File: src/rtl/pwm_duty_ramp.sv
// pwm_duty_ramp
//   Selects the duty code for a downstream PWM from four slide switches.
//   The switch vector is synchronized, debounced as a whole, and the
//   accepted value (target) is either jumped to or slewed toward one code
//   per step. The duty code only ever changes at the end of a PWM period,
//   so every period runs with a single constant code.
//
// Ports
//   clk          sole clock
//   rst_n        synchronous active-low reset
//   sw_raw[3:0]  raw asynchronous switches
//   ramp_en      1 = slew one code per step, 0 = jump to target at period end
//   duty_code    duty select for the downstream PWM
//   period_start high in the first cycle of every PWM period
//   busy         duty_code has not yet reached the accepted switch value
//
// state | meaning
// ------+--------------------------------------
// IDLE  | duty_code == target, nothing to do
// UP    | duty_code <  target, next step adds 1
// DOWN  | duty_code >  target, next step subtracts 1

module pwm_duty_ramp #(
    parameter int CBITS        = 14,
    parameter int DEB_CYCLES   = 16,
    parameter int STEP_PERIODS = 1
) (
    input  logic       clk,
    input  logic       rst_n,
    input  logic [3:0] sw_raw,
    input  logic       ramp_en,
    output logic [3:0] duty_code,
    output logic       period_start,
    output logic       busy
);

    localparam int DBITS = $clog2(DEB_CYCLES);
    localparam int SBITS = (STEP_PERIODS > 1) ? $clog2(STEP_PERIODS) : 1;

    localparam logic [DBITS-1:0] DEB_LAST  = DBITS'(DEB_CYCLES - 1);
    localparam logic [SBITS-1:0] STEP_LAST = SBITS'(STEP_PERIODS - 1);
    localparam logic [CBITS-1:0] PCNT_LAST = '1;

    typedef enum logic [1:0] {
        IDLE,
        UP,
        DOWN
    } state_t;

    logic [3:0]       sync1;
    logic [3:0]       sync2;
    logic [3:0]       candidate;
    logic [DBITS-1:0] deb_cnt;
    logic [3:0]       target;
    logic [CBITS-1:0] pcnt;
    logic [SBITS-1:0] step_cnt;
    state_t           state;

    logic             wrap;
    logic             step_evt;
    logic [3:0]       target_nxt;
    logic [3:0]       duty_nxt;
    logic [SBITS-1:0] step_nxt;

    function automatic state_t classify(input logic [3:0] d, input logic [3:0] t);
        if (d < t)      return UP;
        else if (d > t) return DOWN;
        else            return IDLE;
    endfunction

    assign wrap     = (pcnt == PCNT_LAST);
    assign step_evt = wrap && (step_cnt == STEP_LAST);

    // Both outputs are forced low while reset is held, even before the
    // first reset edge has cleared the registers.
    assign period_start = rst_n && (pcnt == '0);
    assign busy         = rst_n && (duty_code != target);

    always_comb begin
        target_nxt = target;
        duty_nxt   = duty_code;
        step_nxt   = step_cnt;

        if ((sync2 == candidate) && (deb_cnt == DEB_LAST)) begin
            target_nxt = candidate;
        end

        // Steps are decided from the registered state, i.e. against the
        // target as it stood before this edge.
        if (wrap) begin
            if (ramp_en) begin
                step_nxt = step_evt ? '0 : step_cnt + 1'b1;
                if (step_evt) begin
                    case (state)
                        UP:      duty_nxt = duty_code + 4'd1;
                        DOWN:    duty_nxt = duty_code - 4'd1;
                        default: duty_nxt = duty_code;
                    endcase
                end
            end else begin
                duty_nxt = target;
                step_nxt = '0;
            end
        end
    end

    always_ff @(posedge clk) begin
        if (!rst_n) begin
            sync1     <= '0;
            sync2     <= '0;
            candidate <= '0;
            deb_cnt   <= '0;
            target    <= '0;
            pcnt      <= '0;
            step_cnt  <= '0;
            duty_code <= '0;
            state     <= IDLE;
        end else begin
            sync1 <= sw_raw;
            sync2 <= sync1;

            if (sync2 != candidate) begin
                candidate <= sync2;
                deb_cnt   <= '0;
            end else if (deb_cnt != DEB_LAST) begin
                deb_cnt <= deb_cnt + 1'b1;
            end

            target    <= target_nxt;
            pcnt      <= pcnt + 1'b1;
            step_cnt  <= step_nxt;
            duty_code <= duty_nxt;
            // Keep state consistent with the registers it describes.
            state     <= classify(duty_nxt, target_nxt);
        end
    end

endmodule

File: config.mk
export PLATFORM = sky130hd
export DESIGN_NAME = pwm_duty_ramp
export DESIGN_NICKNAME = d
export VERILOG_FILES = /design/src/rtl/pwm_duty_ramp.sv
export SDC_FILE = /design/constraint.sdc
export NUM_CORES = 1
export LEC_CHECK = 0
export CELL_PAD_IN_SITES_DETAIL_PLACEMENT = 2
export CELL_PAD_IN_SITES_GLOBAL_PLACEMENT = 2
export CORE_ASPECT_RATIO = 1.75
export CORE_MARGIN = 1
export CORE_UTILIZATION = 39
export CTS_CLUSTER_DIAMETER = 100
export CTS_CLUSTER_SIZE = 20
export DETAILED_ROUTE_END_ITERATION = 16
export MAX_ROUTING_LAYER = met4
export PLACE_DENSITY_LB_ADDON = 0.1
export SYNTH_ARGS = -nofsm -noshare
export SYNTH_HDL_FRONTEND = slang
export SYNTH_SLANG_ARGS = --single-unit
File: constraint.sdc
create_clock -name clk -period 3.9 [get_ports clk]
set_input_delay 1.17 -clock clk [delete_from_list [all_inputs] [get_ports clk]]
set_output_delay 1.17 -clock clk [all_outputs]
set_load 0.02 [all_outputs]
; ---- Word-level counts from Yosys, hierarchy flattened
; Index checks and enable logic that the tools add are counted.
[word_totals]
regBits = 41
out_inout_bits = 6
[classes]
addsub = 5
magnitude_cmp = 2
n_eq_ne = 8
mux = 9
bitwise = 2
n_reduce_logical = 7
[op_table]
columns = op, n
row1 = two-way mux 4 bit, 4
row2 = adder 14 x 1 -> 14 bit (second input constant), 1
row3 = == test 14 bit (second input constant), 1
row4 = zero test 14 bit, 1
row5 = adder 4 x 1 -> 4 bit (second input constant), 2
row6 = != test 4 bit, 2
row7 = case mux 4 bit (2 select lines), 1
row8 = == test 4 bit, 1
row9 = == test 4 bit (second input constant), 1
row10 = greater-than comparator 4 bit, 1
row11 = logical AND 1 bit, 4
row12 = < comparator 4 bit, 1
row13 = != test 4 bit (second input constant), 1
row14 = OR reduction 2 bit, 2
row15 = subtractor 4 x 1 -> 4 bit (second input constant), 1
row16 = two-way mux 1 bit, 3
row17 = == test 2 x 1 -> 1 bit (second input constant), 1
row18 = == test 2 bit (second input constant), 1
row19 = two-way mux 2 bit, 1
row20 = NOT 1 bit, 2
row21 = adder 1 bit (second input constant), 1

; ---- Logic depth before layout (Yosys ltp)
[depth]
depth_word = 8
mapped_depth = 12
ltp_nobuf = 12

; ---- Least setup slack after synthesis
; No wires, ideal clock.
[synth_timing]
kind = input -> output
start = input port rst_n
end = output port period_start
arrival_ns = 2.081
slack_ns = 0.649
cell_stages = 4
path_buffers = 0
cell_sequence = inv_1 -> nor4_1 -> nand2_1 -> nor4_1
[synth_via]
elab_chain_cells = 1
[synth_lines]
columns = item, line_no
row1 = "start, declared", 29  ; input logic rst_n,
row2 = logical AND 1 bit, 76  ; assign period_start = rst_n && (pcnt == '0);
row3 = "end, declared", 33  ; output logic period_start,
; No other way between the ends.

; ---- Final worst setup path
; Ends and elaborated chain as after synthesis.

==> run summary <==
• finished clean — status
• 5450 µm² — Die Footprint
• 3.70 ns — Tmin final
• state[0] — endpoint of the worst register-to-register path
• dfxtp_1, and2_1, nor2_1 — top cells by instance count after synthesis
• 41 — total clock sinks
• 18.0 µm — Avg WL per Cell
• 276 — Cell Count Post-Placement
• 0.48 ns — CP peak stage delay
• 0.724 — Max-Slew Margin vs Limit
• 24 — number of DRC violations after detailed-routing iteration 0
• 270 MHz — max frequency
• pcnt[0] — worst flop-to-flop path startpoint
• 284 — final std cells w/o fill
• 5.64 — routed vias/inst
• primary output — CP endpoint kind
• 56.2 µm — die width
• 216 — number of standard cells after synthesis
• 0.00959 ns — worst clock skew on the final layout
• 10 — number of cells traversed by the worst register-to-register path
• 315 µV — Max VDD drop
• 4 — number of detailed-routing iterations run before antenna repair
• 0 — antenna diode instance count
• rst_n — launch point of the worst path
• input pin — type of origin of the critical path
• clkdlybuf4s50_1 — master of the slowest instance on the critical path
• 2 — crit path max fanout
• 8680 µm — first-pass GRT wire length
• 0 — number of enable-type register cells in the synthesized netlist
• 5120 µm — sum of routed wire length over all layers
• 41 — number of synthesized register bits
• in -> out — critical path class
• 3090 µm — met2 wirelength from detailed routing
• 0 — number of hold violations in the final report
• 14.9% — area grow syn2layout
• clkdlybuf4s50_1, inv_1, nor4_1, nand2_1, nor4_1, dlygate4sd2_1 — crit-path cells
• 90 µm — Met3 Wirelength
• 0.908 nW — leakage power
• 0 — Final Slew Violations
• 0.0957 — fraction of final layout cells sized beyond drive strength 1
• clkbuf_8 — root buffer selected by CTS
• met4 — uppermost metal layer occupied by signal nets
• 96.9 µm — y dimension of the die
• period_start — endpoint of the worst setup timing path
• -0.0983 ns — pre-CTS setup slack
• 2310 µm² — area of all placed cells without fillers
• 1.29 ns — slack of the worst reg-to-reg path
• 2 — Bufs on Longest Clock Path
• 0 — share of synthesized registers carrying an async set or reset
• dfxtp_1 — post-synth top area cell
• 1603 — via count
• 0.409 — share of synthesized area occupied by flip-flops and latches
• 0 — setup violation total in the final timing report
• 246 — number of nets in the final layout
• 1 — WHS Path Cells
• dfxtp_1, and2_1, ha_1 — most area-consuming cells after synthesis
• 44 — number of library cell types mapped by synthesis
• 0 — Post-CTS Hold Fix Bufs
• 2.73 ns — data required time of the critical path
• 0 ns — Setup Total Neg Slack
• 1780 µm — post-route met1 wirelength
• 2010 µm² — Netlist Area Pre-Place
• 12 — Port-buffer cells
• 0.409 — area share of the largest cell type after synthesis
• 0 — antenna violations before repair
• 3790 µm — hpwl dp
• 2 — maximum level of the CTS H-tree
• 233 — Mapped Nets
• yes — TritonCTS clock tree
• 0.200 ns — setup slack after layout
• 1809 — via count of the first global-routing pass
• 0.798 — RD Place Congestion
• 0.403 — starting density of the core
• 2.53 ns — arrival time of the worst setup path
• 13 — IO Count
• dfxtp_1 — most frequent cell after synthesis
• 0.413 ns — worst-margin pin slew
• 2170 µm² — area of placed instances
• false — RSZ-0062 raised after global routing
• reg -> reg — Hold WC Path Type
• 393 nW/µm² — Pwr Density
• 0.213 — overall fraction of global-route tracks in use
• 5 — number of clock buffers inserted by TritonCTS
• 9.29 µm² — mean instance size in the synthesized netlist
• 0.31 ns — clock insertion delay at the later pin of the skew report
• nor4_1 — cell mode on critical path
• 21 — largest net degree at the start of global routing
• 0.08 ns — clock slew at the register clock pins of the worst setup and hold paths
• 0 — post-CTS setup buffer count
• 0 — detailed-route DRC error count
• 0 — antenna violation net count after detailed routing
• dfxtp_1 — main flop type after synthesis
• 0 — count of yosys warnings during synthesis
• 0 — number of max-capacitance violations reported
• 0.949 — final cycle utilization of the critical path
• 34 — number of rows created at floorplan
• 0 — Overflow after GRT
• 4980 µm² — placeable core area
==> worst max-delay path, delay by kind of cell <==
kind	cells	cell delay, ns
buffers and inverters	3	0.91
and+or+nand+nor	3	0.45
==> how the worst min path moves through the flow <==
stage | startpoint | endpoint | slack, ns
floorplan | sync1[0] | sync2[0] | 0.41
global placement | sync1[1] | sync2[1] | 0.41
detailed placement | sync1[3] | sync2[3] | 0.43
CTS | sync1[3] | sync2[3] | 0.45
global route | sync1[3] | sync2[3] | 0.46
finish | sync1[3] | sync2[3] | 0.44
==> cell families after synthesis <==
group | share of synthesized area
simple gates | 0.266
flops | 0.409
compound gates | 0.109
xor+xnor | 0.105
buf+inv | 0.0343
fa+ha+maj | 0.0623
mux | 0.0150
==> metal layers <==
metal,global-route usage,vias to the layer above
li1,-,781
met1,0.194,786
met2,0.412,24
met3,0.0294,12
met4,0.107,0
met5,-,-
==> placed cells by master (no fill, tap or decap), types with 6 or more instances in the layout <==
master	count
nand3_1	11
nand2_1	12
o21ai_0	9
dfxtp_1	41
nor2_1	17
xor2_1	11
clkdlybuf4s50_1	10
xnor2_1	13
nand4_1	6
ha_1	10
a21oi_1	8
and2_1	20
==> stage by stage <==
step | hold slack [ns] | utilization | total power [mW]
after detailed placement | 0.427 | 0.435 | 0.495
after CTS | 0.449 | 0.463 | 0.919
after global placement | 0.414 | 0.435 | 0.490
after floorplan | 0.412 | - | 0.473
final | 0.441 | 0.463 | 0.906
after global routing | 0.458 | 0.463 | 0.939
==> where the power goes <==
part / internal (mW) / switching (mW) / leakage [nW]
registers: 0.428 / 0.00825 / 0.333
clock network: 0.258 / 0.164 / 0.0687
logic: 0.0221 / 0.0259 / 0.507
==> area by class of cell <==
cell class,instances,area (µm²)
Sequential cell,41,821
Clock buffer,5,68.8
Inverter,5,18.8
Clock inverter,3,68.8
Fill cell,527,2670
Timing Repair Buffer,15,144
Multi-Input combinational cell,161,1120
Tap cell,54,67.6
==> flip-flops by register name, indices dropped and copies added, names as in the netlist <==
signal	flops
deb_cnt	4
sync1	4
target	4
duty_code	4
step_cnt	1
pcnt	14
sync2	4
candidate	4
state	2
==> what timing repair did <==
item,4_1_cts,5_1_grt
setup endpoints to repair,1,1
gates resized for setup,1,1
endpoints found under the hold margin,0,0
cloned,0,0
Note: power is estimated with default switching activity, not from simulation.
